<file path="src/rtl/sequential_logical_reducer.sv">
// Multi-cycle logical reducer: scans W bits per clock of each N-bit operand and combines (|a),(|b) via op.
// Optional SEQ_LOGICAL_REDUCER_EARLY_EXIT_EN lets OR/AND finish as soon as the result is decided.
module sequential_logical_reducer #(
    parameter int N = 8,
    parameter int W = 2
) (
    input  logic         clk,
    input  logic         rst,
    input  logic         in_valid,
    output logic         in_ready,
    input  logic [N-1:0] a,
    input  logic [N-1:0] b,
    input  logic [1:0]   op,
    output logic         out_valid,
    input  logic         out_ready,
    output logic         c,
    output logic         busy
);

    localparam int NCH = N / W;
    localparam int CW  = (NCH > 1) ? $clog2(NCH) : 1;

    if (N < 1 || W < 1 || W > N || (N % W) != 0) begin : g_param_check
        $error("sequential_logical_reducer: need 1 <= W <= N and N %% W == 0");
    end

    typedef enum logic [1:0] {IDLE, BUSY, DONE} state_t;
    typedef enum logic [1:0] {OP_OR, OP_AND, OP_XOR, OP_XNOR} op_t;

    state_t         state, state_n;
    op_t            op_r, op_n;
    logic [N-1:0]   sa, sa_n, sb, sb_n;
    logic           acc_a, acc_a_n, acc_b, acc_b_n;
    logic [CW-1:0]  cnt, cnt_n;
    logic           c_r, c_n;

    logic           acc_a_nxt, acc_b_nxt, last_chunk, finish;

    function automatic logic combine(input op_t o, input logic x, input logic y);
        case (o)
            OP_OR:   return x | y;
            OP_AND:  return x & y;
            OP_XOR:  return x ^ y;
            default: return ~(x ^ y);
        endcase
    endfunction

    assign acc_a_nxt  = acc_a | (|sa[W-1:0]);
    assign acc_b_nxt  = acc_b | (|sb[W-1:0]);
    assign last_chunk = (cnt == CW'(NCH - 1));

`ifdef SEQ_LOGICAL_REDUCER_EARLY_EXIT_EN
    assign finish = last_chunk
                  || ((op_r == OP_OR)  && (acc_a_nxt | acc_b_nxt))
                  || ((op_r == OP_AND) && (acc_a_nxt & acc_b_nxt));
`else
    assign finish = last_chunk;
`endif

    assign in_ready  = (state == IDLE) && !rst;
    assign out_valid = (state == DONE);
    assign busy      = (state == BUSY);
    assign c         = c_r;

    always_comb begin
        // NOTE: every variable gets a default before the case so no path leaves it unassigned (no latches).
        state_n = state;
        op_n    = op_r;
        sa_n    = sa;
        sb_n    = sb;
        acc_a_n = acc_a;
        acc_b_n = acc_b;
        cnt_n   = cnt;
        c_n     = c_r;
        case (state)
            IDLE: begin
                if (in_valid) begin
                    sa_n    = a;
                    sb_n    = b;
                    op_n    = op_t'(op);
                    acc_a_n = 1'b0;
                    acc_b_n = 1'b0;
                    cnt_n   = '0;
                    state_n = BUSY;
                end
            end
            BUSY: begin
                acc_a_n = acc_a_nxt;
                acc_b_n = acc_b_nxt;
                sa_n    = sa >> W;
                sb_n    = sb >> W;
                cnt_n   = cnt + CW'(1);
                if (finish) begin
                    state_n = DONE;
                    c_n     = combine(op_r, acc_a_nxt, acc_b_nxt);
                end
            end
            DONE: begin
                if (out_ready) state_n = IDLE;
            end
            default: state_n = IDLE;
        endcase
    end

    // NOTE: sequential state uses non-blocking assignments so all registers update from pre-edge values.
    always_ff @(posedge clk) begin
        if (rst) begin
            state <= IDLE;
            op_r  <= OP_OR;
            acc_a <= 1'b0;
            acc_b <= 1'b0;
            cnt   <= '0;
            c_r   <= 1'b0;
        end else begin
            state <= state_n;
            op_r  <= op_n;
            acc_a <= acc_a_n;
            acc_b <= acc_b_n;
            cnt   <= cnt_n;
            c_r   <= c_n;
        end
    end

    // NOTE: operand shift registers are pure datapath, always loaded on acceptance, so they carry no reset.
    always_ff @(posedge clk) begin
        sa <= sa_n;
        sb <= sb_n;
    end

endmodule

</file>
<file path="config.mk">
export PLATFORM = sky130hd
export DESIGN_NAME = sequential_logical_reducer
export DESIGN_NICKNAME = d
export VERILOG_FILES = /design/src/rtl/sequential_logical_reducer.sv
export SDC_FILE = /design/constraint.sdc
export NUM_CORES = 1
export LEC_CHECK = 0
export ABC_AREA = 1
export CORE_MARGIN = 2
export CORE_UTILIZATION = 40
export CTS_CLUSTER_SIZE = 20
export DETAILED_ROUTE_END_ITERATION = 12
export PLACE_DENSITY_LB_ADDON = 0.25
export SETUP_SLACK_MARGIN = 0.4
export SYNTH_ARGS = -nofsm -noshare
export SYNTH_HDL_FRONTEND = slang
export SYNTH_SLANG_ARGS = --single-unit
export TNS_END_PERCENT = 50
</file>
<file path="constraint.sdc">
create_clock -name clk -period 2.6 [get_ports clk]
set_input_delay 0.26 -clock clk [delete_from_list [all_inputs] [get_ports clk]]
set_output_delay 0.26 -clock clk [all_outputs]
set_load 0.01 [all_outputs]
</file>
; ---- After elaboration in Yosys (flattened, before gate mapping)
; Index checks and enable logic that the tools add are counted.
[classes]
addsub = 1
eq_ne = 8
n_mux = 14
bitwise_logic = 6
reduce_logical = 11
[op_table]
columns = op, count
row1 = 8-bit one-hot mux with 2 select lines, 2
row2 = 8-bit 2-to-1 mux, 2
row3 = 2-bit 2-to-1 mux, 4
row4 = 2-bit == test (second input constant), 3
row5 = 2-bit one-hot mux with 3 select lines, 1
row6 = 2-bit AND reduction, 3
row7 = 2-bit by 1-bit == test with 1-bit output (second input constant), 2
row8 = 2-bit logical NOT, 2
row9 = 2-bit by 1-bit != test with 1-bit output (second input constant), 2
row10 = 1-bit one-hot mux with 2 select lines, 2
row11 = 2-bit one-hot mux with 2 select lines, 1
row12 = 2-bit OR reduction, 2
row13 = 1-bit bitwise OR, 3
row14 = 1-bit one-hot mux with 3 select lines, 1
row15 = 3-bit AND reduction, 1
row16 = 2-bit by 1-bit adder with 2-bit output (second input constant), 1
row17 = 2-bit != test (second input constant), 1
row18 = 2-bit nonzero test, 1
row19 = 1-bit bitwise AND, 1
row20 = 1-bit logical AND, 1
row21 = 1-bit logical NOT, 1
row22 = 1-bit 2-to-1 mux, 1
row23 = 1-bit inverter, 1
row24 = 1-bit bitwise XOR, 1
[word_totals]
regBits = 25
input_bits = 22
output_inout_bits = 4

; ---- Depth between registers and ports, before layout
[depth]
word_depth = 5
mapped_depth = 9
mapped_depth_nobuf = 9

; ---- Worst setup path after synthesis
; No wires, ideal clock.
[synth_path]
path_kind = register to register
start = reg state[1]
end = reg sa[0] (enable)
arrival_time_ns = 0.926
required_ns = 2.232
path_slack_ns = 1.307
path_stages_with_launch = 4
path_buffers = 0
cell_sequence = dfxtp_1 -> inv_1 -> o21ai_0 -> inv_1
[synth_between]
elab_chain_cells = 3
elab_cells_between_ends = 5
cone_classes = 2 x eq/ne / 3 x reduce/logical
[synth_rtl]
columns = element, line_no
row1 = start: declaration, 30  ; state_t state, state_n;
row2 = start signal: assignment, 115  ; state <= state_n;
row3 = 2-bit by 1-bit == test with 1-bit output or 2-bit logical NOT (tied branches), 75  ; case (state)
row4 = 2-bit nonzero test (no line) or 2-bit != test (tied branches), n/a
row5 = 2-bit AND reduction (no line) *, n/a
row6 = end signal: assignment, 126  ; sa <= sa_n;
row7 = end: declaration, 32  ; logic [N-1:0] sa, sa_n, sb, sb_n;
; Mark *: on every way between the ends. The rest lies on a longest branch, timed or not.
; A chain may end at the register's enable or synchronous reset.

; ---- Worst setup path in the final report
[layout_path]
start = in rst
end = out in_ready
[layout_between]
elab_chain_cells = 2
[layout_rtl]
columns = element, line_no
row1 = start: declaration, 8  ; input logic rst,
row2 = 1-bit logical NOT, 60  ; assign in_ready = (state == IDLE) && !rst;
row3 = 1-bit logical AND, 60
row4 = end: declaration, 10  ; output logic in_ready,
; Every way passes these cells.

==> run metrics <==
Critical Path Most Common Cell clkdlybuf4s50_1; Worst-Skew Late Latency 0.31 ns; period utilisation layout 68.0%; maximum fanout along the worst path 7; first-pass GRT wire length 3330 um; DR vias/cell 4.59; LEAKAGE 0.666 nW; H-tree levels 1; CTS sink cnt 25; std cell rows 19; reg2reg start state[0]; metal1 wirelength 871 um; CP Class in2out; Max Clk Rate 565 MHz; unrepaired setup endpoints after global routing no; #FFs+latches synth 25; # DRC 0; core footprint 2730 um^2; setup TNS 0 ns; top layer in use met4; Max Transition Viols Final 0; worst stage delay on the critical path 0.56 ns; Post-Syn Instances 134; Net Sw Power 0.191 mW; Slew @ Worst Pin 0.635 ns; CP Capture Type primary output; clk buf depth 2; Starting Density 41.7%; final setup vio count 0; Reg power frac 61.6%; vias in the first global route 825; Slew Limit Headroom 57.6%; die width 57.4 um; status complete, no violations; die area 3300 um^2; logic gate share of total power 16.6%; Setup Buffers After CTS 0; crit path DAT 1.51 ns; fin util 52.4%; hold buffer count at cts 0; Buffers on Ports 25; worst hold path class reg2reg; peak supply drop 391 uV; via count 881; DIE HEIGHT 57.4 um; Critical path buffers and inverters 2; antenna violations before repair 0; WL per Instance 10.1 um; crit path launch rst; Hold Vio Cnt, Final 0; Yosys cell types 13; largest net degree at the start of global routing 24; met2 WL post-DR 941 um; Post-DP HPWL 1420 um; drt initial violations 22; I/O pin cnt 26; Power per Cell Area 543 nW/um^2; most common cell in the netlist nand2_1; synthesized area 1140 um^2; Final Net Count 187; Slowest-stage cell, CP clkdlybuf4s50_1; Syn Area/Cell 8.52 um^2; crit-path leading delay family buffers and inverters; CTS buffer count 3; TritonCTS clock tree done; Final min period 1.77 ns; asr flop ratio synth 0%; Worst setup SP type primary input; gpl congestion 0.706; grt ovf 0; min-delay src cnt[0]; diodes inserted 0; max cap viols 0; post-synthesis sequential area ratio 57.9%; Sw Ratio 24.5%; met3 WL 100 um; top post-synthesis cells by area edfxtp_1 42%, nand2_1 18%, dfxtp_1 16%; Total Routed Length 1930 um; clock group share of total power 21.7%; number of synthesized flops with an enable pin 16; commonest cells in the netlist 54 x nand2_1, 22 x inv_1, 16 x edfxtp_1; Reg clk slew, reported paths 0.13 ns; CTS resizes 0; share of layout cells above drive strength 1 3.11%; worst path cell trace clkdlybuf4s50_1, nor3_1, clkdlybuf4s50_1; Routed Antenna Nets 0; Ys Warns 0; gr usage total 12.9%; required time of the critical path 2.34 ns; top cell type by total area after synthesis edfxtp_1; first-pass detailed-route iteration total 4; prevailing post-synth register cell edfxtp_1; Power Internal 0.588 mW; Clock Skew 0.00419 ns; post-synth net total 159; area delta synth->final 25.7%; clock root cell clkbuf_4; post-synth top area share 42.1%
state kept, by name, summed over array words and instances (netlist names):
register / flops
acc_b: 1
cnt: 2
sb: 8
acc_a: 1
state: 2
op_r: 2
sa: 8
c: 1
metrics by stage:
step           cells  cell area (um^2)  power (mW)  hold slack, ns  setup slack, ns
6_report         192              1430       0.779           0.474            0.832
3_5_place_dp     188              1410       0.621           0.462            0.731
2_1_floorplan    134              1140       0.567           0.329             1.31
4_1_cts          192              1430       0.783           0.479            0.819
5_1_grt          192              1430       0.826           0.500            0.689
3_3_place_gp     188              1410       0.615           0.446            0.822
power by group through the flow:
stage / clock (mW) / combinational (mW) / sequential, mW
after CTS: 0.171 / 0.131 / 0.481
after floorplan: 0 / 0.0814 / 0.486
after detailed placement: 0 / 0.131 / 0.490
after global placement: 0 / 0.127 / 0.488
after global routing: 0.192 / 0.149 / 0.485
final: 0.169 / 0.130 / 0.480
cell families after synthesis:
kind of cell	after synthesis	synth area share (%)
fa+ha+maj	3	3.29
simple gates	70	24.1
compound gates	11	4.82
buf+inv	25	9.87
flops	25	57.9
placed cells by master, fill, tap and decap left out, drive strengths merged:
cell type,instances
nand2,54
ha,3
clkdlybuf4s50,25
inv,22
a21oi,7
nor3,1
nand3,3
edfxtp,16
buf,1
nor2,12
clkbuf,4
dfxtp,9
o21ai,4
cell type report:
class	count	area, um^2
fill	263	1300
sequential	25	661
multi-input combinational	84	368
timing repair buffer	26	258
inverter	22	82.6
tap	31	38.8
clock buffer	4	26.3
per-layer routing:
layer	GRT usage [%]	vias up
li1	-	466
met3	2.95	2
met1	16.4	394
met2	21.6	19
met5	0	-
met4	4.32	0
path summary, 6_finish.rpt:
check	to	slack, ns	depth (start not counted)
worst max-delay path	in_ready	0.83	3
worst min-delay path	cnt[0]	0.47	1
worst max register to register	sb[2]	1.06	2
worst min register to register	cnt[0]	0.47	1
No activity file was read; power rests on OpenSTA's default activity.
==> variant: new RTL, config.mk and constraints unchanged <==
The 3 states of `state_t` get a one-hot encoding in 3 bits.
--- a/src/rtl/sequential_logical_reducer.sv
+++ b/src/rtl/sequential_logical_reducer.sv
@@ -24,7 +24,7 @@
         $error("sequential_logical_reducer: need 1 <= W <= N and N %% W == 0");
     end
 
-    typedef enum logic [1:0] {IDLE, BUSY, DONE} state_t;
+    typedef enum logic [2:0] {IDLE = 3'b001, BUSY = 3'b010, DONE = 3'b100} state_t;
     typedef enum logic [1:0] {OP_OR, OP_AND, OP_XOR, OP_XNOR} op_t;
 
     state_t         state, state_n;
Formal check against the unedited RTL: no difference found for any inputs over 10 cycles, from zero or initial values and one cycle with rst high; not proved beyond that.
==> variant against the original RTL <==
- setup slack got worse by 290 ps
- combinational power is 8% higher
- cell count increased by 5.7%
- core utilization shrank 0.49 points
- largest cell class unchanged
- cell area grew 8.8%
- sequential cell count is 1 higher
- wire length rose by 12%
- sequential share of layout area decreased by 2.4 points
- via count is 9.4% higher
- hold slack barely moved
- register-to-register slack better by 100 ps
- power is 13% higher
- area after synthesis increased by 8.8%
- critical path type is now flip-flop to output pin
- count of clock-buffer cells in the layout stayed put
==> variant: results (changes against the original RTL) <==
| Metric | Value |
|---|---|
| Number of global-route vias before repair | `892 (+8.1%)` |
| Tightest hold margin | `475 ps (+0.237 ps)` |
| Worst vdd rail ir drop | `0.309 mV (-21%)` |
| Largest registers | `sa x8, sb x8, state x3` |
| Share of final layout cell area taken by clock buffers and inverters | `3.05% (+1.2 points)` |
| Multi-In Gates | `93 (+11%)` |
| Mean number of vias per cell | `4.75 (+3.5%)` |
| DP Wirelength | `1.56 mm (+9.8%)` |
| Placer congestion estimate | `0.716 (+1.4%)` |
| Least-Margin Pin Slew | `411 ps (-224 ps)` |
| Total cell area at the placement stage | `1510 um^2 (+7.3%)` |
| Avg WL per Cell | `10.6 um (+5.6%)` |
| Final core utilization | `52.0% (-0.49 points)` |
| Synth top cells by count | `nand2_1, inv_1, edfxtp_1` |
| FILL cells | `285 (+8.4%)` |
| Fraction of standard cell area in multi-input logic | `28.8% (+3.1 points)` |
| Sequential share of the synthesized area | `54.8% (-3.1 points)` |
| CP Data Arrival Time | `1800 ps (+290 ps)` |
| Critical Path Start Type | `flip-flop` |
| Maximum number of pins on one net before global-route repair | `22 (-8.3%)` |
| FF/Latch Area | `681 um^2 (+3.0%)` |
| Clock Skews | `6.19 ps (+1.99 ps)` |
| Flip-flop and latch power | `0.500 mW (+4.2%)` |
| Syn Inst Count | `144 (+7.5%)` |
| Standby leakage power | `0.705 nW (+6.0%)` |
| Number of synthesized register bits | `26 (+4.0%)` |
| Area share of fa/ha/maj cells after synthesis | `3.02% (-0.27 points)` |
| Net Count, Synth | `169 (+6.3%)` |
| Result of the run | `completed` |
| Synth cell types | `20 (+7)` |
| Worst Path Max Fanout | `21 (+14)` |
| Register-to-register setup slack | `1160 ps (+100 ps)` |
==> variant: changes by cell type in the layout (fill, tap and decap cells not counted), sizes merged <==
| cell | before | now |
|---|---|---|
| a21oi | 7 | 8 |
| dfxtp | 9 | 10 |
| inv | 22 | 21 |
| nand2 | 54 | 52 |
| nand3 | 3 | 8 |
| nand3b | 0 | 1 |
| nand4 | 0 | 1 |
| nor2 | 12 | 16 |
| o21ai | 4 | 3 |
==> variant: worst max-delay path by stage <==
stage | endpoint | slack [ps] | cells after the start
6_report | busy | 540 | 4
4_1_cts | busy | 480 | 4
3_3_place_gp | in_ready | 860 | 4
3_5_place_dp | sb[4] | 840 | 3
5_1_grt | busy | 440 | 4
2_1_floorplan | sa[0] | 1360 | 2
==> variant: per-layer routing <==
layer  GRT usage (%)  part of all wire, %
met4            2.86                 0.65
met5               0                    0
met2            23.9                   50
met3            2.16                  6.0
met1            16.5                   44
